`src/rtl/mem_port_arbiter.sv`:
```
// mem_port_arbiter
// Shares one single-port, word-addressed RAM between three read engines
// (rd0..rd2) and one write engine (wr). The arbiter is round-robin and lets
// one owner keep the port for up to MAX_HOLD consecutive beats. Read data is
// routed back to the issuing reader, in issue order, through a MEM_LAT-deep
// tag pipe.

module mem_port_arbiter #(
   parameter int AXI_WIDTH      = 128,
   parameter int AXI_ADDR_WIDTH = 32,
   parameter int MEM_LAT        = 1,
   parameter int MAX_HOLD       = 4,
   localparam int LSB           = $clog2(AXI_WIDTH) - 3,
   localparam int AW            = AXI_ADDR_WIDTH - LSB
) (
   input  logic                   clk,
   input  logic                   rstn,
   input  logic [2:0]             rd_req,
   input  logic [3*AW-1:0]        rd_addr,
   output logic [2:0]             rd_gnt,
   output logic [2:0]             rd_rvalid,
   output logic [AXI_WIDTH-1:0]   rd_rdata,
   input  logic                   wr_req,
   input  logic [AW-1:0]          wr_addr,
   input  logic [AXI_WIDTH-1:0]   wr_data,
   input  logic [AXI_WIDTH/8-1:0] wr_strb,
   output logic                   wr_gnt,
   output logic                   mem_en,
   output logic                   mem_we,
   output logic [AW-1:0]          mem_addr,
   output logic [AXI_WIDTH-1:0]   mem_wdata,
   output logic [AXI_WIDTH/8-1:0] mem_strb,
   input  logic [AXI_WIDTH-1:0]   mem_rdata
);

   localparam int HW = $clog2(MAX_HOLD + 1);
   localparam logic [HW-1:0] MAX_HOLD_C = HW'(MAX_HOLD);

   typedef enum logic {IDLE, HOLD} state_t;

   state_t        fsm;
   logic [1:0]    cur;
   logic [1:0]    last;
   logic [HW-1:0] hcnt;

   logic [3:0]    req_all;
   logic [3:0]    gnt_vec;
   logic [1:0]    gnt_id;
   logic          gnt_any;
   logic          keep;
   logic [1:0]    base;
   logic [1:0]    cand;

   logic [MEM_LAT-1:0] pipe_valid;
   logic [1:0]         pipe_id [MEM_LAT];

   assign req_all = {wr_req, rd_req};

   // Pick this cycle's winner. The owner keeps the port while its hold budget
   // lasts; otherwise rotate from the owner (or last winner when idle) so the
   // previous winner is considered last.
   always_comb begin
      gnt_vec = '0;
      gnt_id  = '0;
      gnt_any = 1'b0;
      keep    = 1'b0;
      cand    = '0;
      base    = (fsm == HOLD) ? cur : last;
      if (rstn) begin
         if (fsm == HOLD && req_all[cur] && hcnt < MAX_HOLD_C) begin
            keep    = 1'b1;
            gnt_any = 1'b1;
            gnt_id  = cur;
         end else begin
            for (int i = 1; i <= 4; i++) begin
               cand = base + 2'(i);
               if (!gnt_any && req_all[cand]) begin
                  gnt_any = 1'b1;
                  gnt_id  = cand;
               end
            end
         end
         if (gnt_any) begin
            gnt_vec[gnt_id] = 1'b1;
         end
      end
   end

   assign rd_gnt = gnt_vec[2:0];
   assign wr_gnt = gnt_vec[3];

   // Steer the granted requester onto the RAM port; everything idles at zero.
   always_comb begin
      mem_en    = gnt_any;
      mem_we    = gnt_vec[3];
      mem_addr  = '0;
      mem_wdata = '0;
      mem_strb  = '0;
      if (gnt_any) begin
         case (gnt_id)
            2'd0: mem_addr = rd_addr[0 +: AW];
            2'd1: mem_addr = rd_addr[AW +: AW];
            2'd2: mem_addr = rd_addr[2*AW +: AW];
            default: begin
               mem_addr  = wr_addr;
               mem_wdata = wr_data;
               mem_strb  = wr_strb;
            end
         endcase
      end
   end

   // Arbitration state: owner, hold counter and rotation pointer.
   always_ff @(posedge clk or negedge rstn) begin
      if (!rstn) begin
         fsm  <= IDLE;
         cur  <= 2'd0;
         last <= 2'd3;
         hcnt <= '0;
      end else if (keep) begin
         hcnt <= hcnt + HW'(1);
      end else if (gnt_any) begin
         fsm  <= HOLD;
         cur  <= gnt_id;
         last <= gnt_id;
         hcnt <= HW'(1);
      end else begin
         fsm  <= IDLE;
      end
   end

   // Carry the reader id alongside each read for MEM_LAT cycles so the data
   // coming back from the RAM can be tagged; writes never enter the pipe.
   always_ff @(posedge clk or negedge rstn) begin
      if (!rstn) begin
         pipe_valid <= '0;
         for (int i = 0; i < MEM_LAT; i++) begin
            pipe_id[i] <= 2'd0;
         end
      end else begin
         pipe_valid[0] <= gnt_any & ~gnt_vec[3];
         pipe_id[0]    <= gnt_id;
         for (int i = 1; i < MEM_LAT; i++) begin
            pipe_valid[i] <= pipe_valid[i-1];
            pipe_id[i]    <= pipe_id[i-1];
         end
      end
   end

   // Decode the pipe output into the one-hot valid for the owning reader.
   always_comb begin
      rd_rvalid = '0;
      if (pipe_valid[MEM_LAT-1]) begin
         case (pipe_id[MEM_LAT-1])
            2'd0:    rd_rvalid = 3'b001;
            2'd1:    rd_rvalid = 3'b010;
            2'd2:    rd_rvalid = 3'b100;
            default: rd_rvalid = 3'b000;
         endcase
      end
   end

   assign rd_rdata = mem_rdata;

endmodule

```
`config.mk`:
```
export PLATFORM = sky130hd
export DESIGN_NAME = mem_port_arbiter
export DESIGN_NICKNAME = d
export VERILOG_FILES = /design/src/rtl/mem_port_arbiter.sv
export SDC_FILE = /design/constraint.sdc
export NUM_CORES = 1
export LEC_CHECK = 0
export CELL_PAD_IN_SITES_DETAIL_PLACEMENT = 0
export CELL_PAD_IN_SITES_GLOBAL_PLACEMENT = 1
export CORE_AREA = 8 8 269 271
export DETAILED_ROUTE_END_ITERATION = 10
export DIE_AREA = 0 0 277 279
export HOLD_SLACK_MARGIN = 0.05
export PLACE_DENSITY_LB_ADDON = 0.1
export RECOVER_POWER = 100
export SLEW_MARGIN = 25
export SYNTH_ARGS = -nofsm -noshare
export SYNTH_HDL_FRONTEND = slang
export SYNTH_SLANG_ARGS = --single-unit
export TNS_END_PERCENT = 20
```
`constraint.sdc`:
```
create_clock -name clk -period 6.76 [get_ports clk]
set_input_delay 1.352 -clock clk [delete_from_list [all_inputs] [get_ports clk]]
set_output_delay 1.352 -clock clk [all_outputs]
set_load 0.05 [all_outputs]
```
==> results by group <==
Status
  • Status: finished clean

Floorplan
  • Initial Util: 5.98%
  • Total core area: 68000 sq um
  • Die area: 77300 sq um
  • I/O pin cnt: 699
  • Die Width: 277 um
  • Die height: 279 um
  • # rows: 96

Global routing
  • First-pass GRT wire length: 50200 um
  • All-Layer GR Usage: 9.26%
  • Largest net degree at the start of global routing: 90
  • GR Overflow Total: 0
  • Number of global-route vias before repair: 5240
  • Initial antenna violation count: 16

Synthesis
  • Yosys warns: 0
  • Post-synth ARST share: 100%
  • EDFF count, synth: 0
  • Synth Area in Compound Gates: 18.8%
  • Flop and latch count out of synthesis: 11
  • Synth Area in Simple Gates: 34.4%
  • Mapped Area: 4070 sq um
  • Average size of a mapped cell: 7.32 sq um
  • Leading register cell type out of synthesis: dfrtp_1
  • Synth Area in XOR/XNOR: 0%
  • Net Count, Synth: 947
  • Sequential fraction of the synthesis area: 6.83%
  • Cell variety after synth: 48
  • Largest family of logic cells by synthesized area: simple AND/OR/NAND/NOR gates
  • Adder-cell share of the synthesized area: 0.308%
  • Post-synthesis mux area share: 7.69%
  • Post-Syn Instances: 556

Worst setup path
  • RR Startpoint: cur[0]
  • Reg2reg end: pipe_valid
  • WP data required: 5.41 ns
  • WP data arrival: 4.83 ns
  • Critical path launch point: rd_req[2]
  • Crit Path Category: in -> out
  • R2r setup slk: 4.30 ns
  • Crit Path Max Fanout: 24
  • Worst setup SP type: input port
  • Critical Path Sink Type: primary output
  • CP endpoint: mem_addr[13]
  • Reg2reg path depth: 6

Clock network
  • CTS tree: done
  • Skew-Pair Late Insertion Delay: 0.24 ns
  • # hold bufs at CTS: 0
  • Clk root buf: clkbuf_16
  • TritonCTS buffer count: 3
  • Cts repair resizes: 0
  • Sink Count: 11
  • Clock transition at path regs: 0.04 ns
  • Postcts setup bufs: 0
  • CTS Buffer Depth: 2
  • H-tree Lvls: 1

Final layout
  • Commonest non-fill, non-tap cell in the layout: clkdlybuf4s50_1
  • Nets@finish: 1231
  • Layout cells sized above 1: 19.4%
  • Area Overhead vs Synth: 135%
  • Most frequent cells in the layout: clkdlybuf4s50_1 (259), buf_12 (130), and2_0 (104), and2_1 (41), clkbuf_1 (37)

STA
  • Slew margin rel.: 33.9%
  • Clk_skew: 0.00206 ns
  • Slew Limit Fails: 0
  • Slew at the pin closest to its max-slew limit: 0.966 ns
  • Final cycle utilization of the critical path: 91.4%
  • Min cycle time layout: 6.18 ns
  • RSZ-0062 raised after global routing: false
  • Final setup fails: 0
  • Fmax achieved: 0.162 GHz
  • Setup TNS: 0 ns
  • Final hold vios: 0
  • Hold_ws: 0.496 ns

Place
  • Detailed placement HPWL: 33600 um
  • Port Buffer Count: 442
  • RePlAce Congestion: 0.715

Routing
  • DR vias/cell: 2.78
  • DRC: 0
  • Routed wire length: 38100 um
  • Iter 0 DRT Violations: 159
  • TritonRoute pass-1 iters: 4
  • Via count: 4795
  • Routed Antenna Nets: 0
  • Post-DR wirelength/cell: 22.1 um

Pwr
  • Cell Pwr Density: 291 nW/um^2
  • Maximum VDD drop: 0.0890 mV
  • Leakage: 3.51 nW

Min path
  • HP Class: reg -> reg

Run
  • Max_cap viols: 0
## registers in the layout, indices dropped and copies added, names as in the netlist
| signal | cells |
|---|---|
| hcnt | 3 |
| cur | 2 |
| last | 2 |
| pipe_id | 2 |
| fsm | 1 |
| pipe_valid | 1 |
## metrics by stage
step | cells | utilization (%) | total power [mW] | setup slack [ns] | instance area (sq um)
finish | 1726 | 14.0 | 2.78 | 0.582 | 9550
global placement | 1717 | 14.3 | 2.89 | 0.884 | 9750
floorplan | 556 | - | 1.74 | 0.985 | 4070
detailed placement | 1717 | 14.3 | 2.87 | 0.854 | 9750
CTS | 1721 | 14.5 | 2.99 | 0.841 | 9830
global route | 1721 | 14.0 | 2.95 | 0.369 | 9540
## logic make-up after synthesis
kind of cell               after synthesis
AOI/OAI and AO/OA                       75
adders and majority gates                1
buffers and inverters                  206
DFF                                     11
muxes                                   31
and+or+nand+nor                        232
## area by class of cell
type,instances,area (sq um)
fill,7711,58400
timing repair buffer,453,5570
multi-input combinational,339,2390
tap,882,1100
sequential,11,278
inverter,32,120
clock buffer,3,75.1
antenna,5,12.5
clock inverter,1,5.00
## worst min-delay path by stage
stage,depth (start not counted),slack [ns],startpoint,endpoint
CTS,1,0.50,hcnt[0],hcnt[0]
finish,1,0.50,hcnt[0],hcnt[0]
global placement,1,0.48,hcnt[0],hcnt[0]
detailed placement,1,0.50,hcnt[0],hcnt[0]
floorplan,1,0.45,hcnt[0],hcnt[0]
global route,1,0.52,hcnt[0],hcnt[0]
## report_power, final
| part | leakage [nW] | total (mW) | internal (mW) | switching (mW) |
|---|---|---|---|---|
| combinational | 3.34 | 2.53 | 1.02 | 1.51 |
| sequential | 0.132 | 0.139 | 0.0936 | 0.0450 |
| clock | 0.0409 | 0.110 | 0.0786 | 0.0319 |
## cell usage after synthesis, drive strengths merged (3+ instances only)
cell	instances	area share [%]
a2111oi	23	8.3
or3	29	4.5
dfrtp	9	5.5
buf	145	26
nor3	25	3.1
mux2i	29	7.1
a22oi	5	0.92
and2	145	22
clkbuf	29	2.7
nor2	10	1.2
o21bai	23	4.2
nand3	5	0.61
nand2	7	0.65
o21ai	4	0.58
inv	32	3.0
a221oi	6	1.7
o221ai	3	0.80
## worst max-delay path, cell delays in order
cell and delay (ns):
dlygate4sd3_1 0.60, mux2i_1 0.32, o22a_1 0.35, o211ai_1 0.20, o221a_1 0.45, and3_4 0.36
a2111oi_0 0.92, buf_12 0.23
## per-layer routing
| layer | track usage (%) | share of wire, % |
|---|---|---|
| met1 | 9.57 | 36 |
| met5 | 0 | 0.16 |
| met4 | 1.68 | 2.0 |
| met3 | 3.93 | 9.2 |
| met2 | 17.5 | 52 |
(Power assumes the default switching activity.)
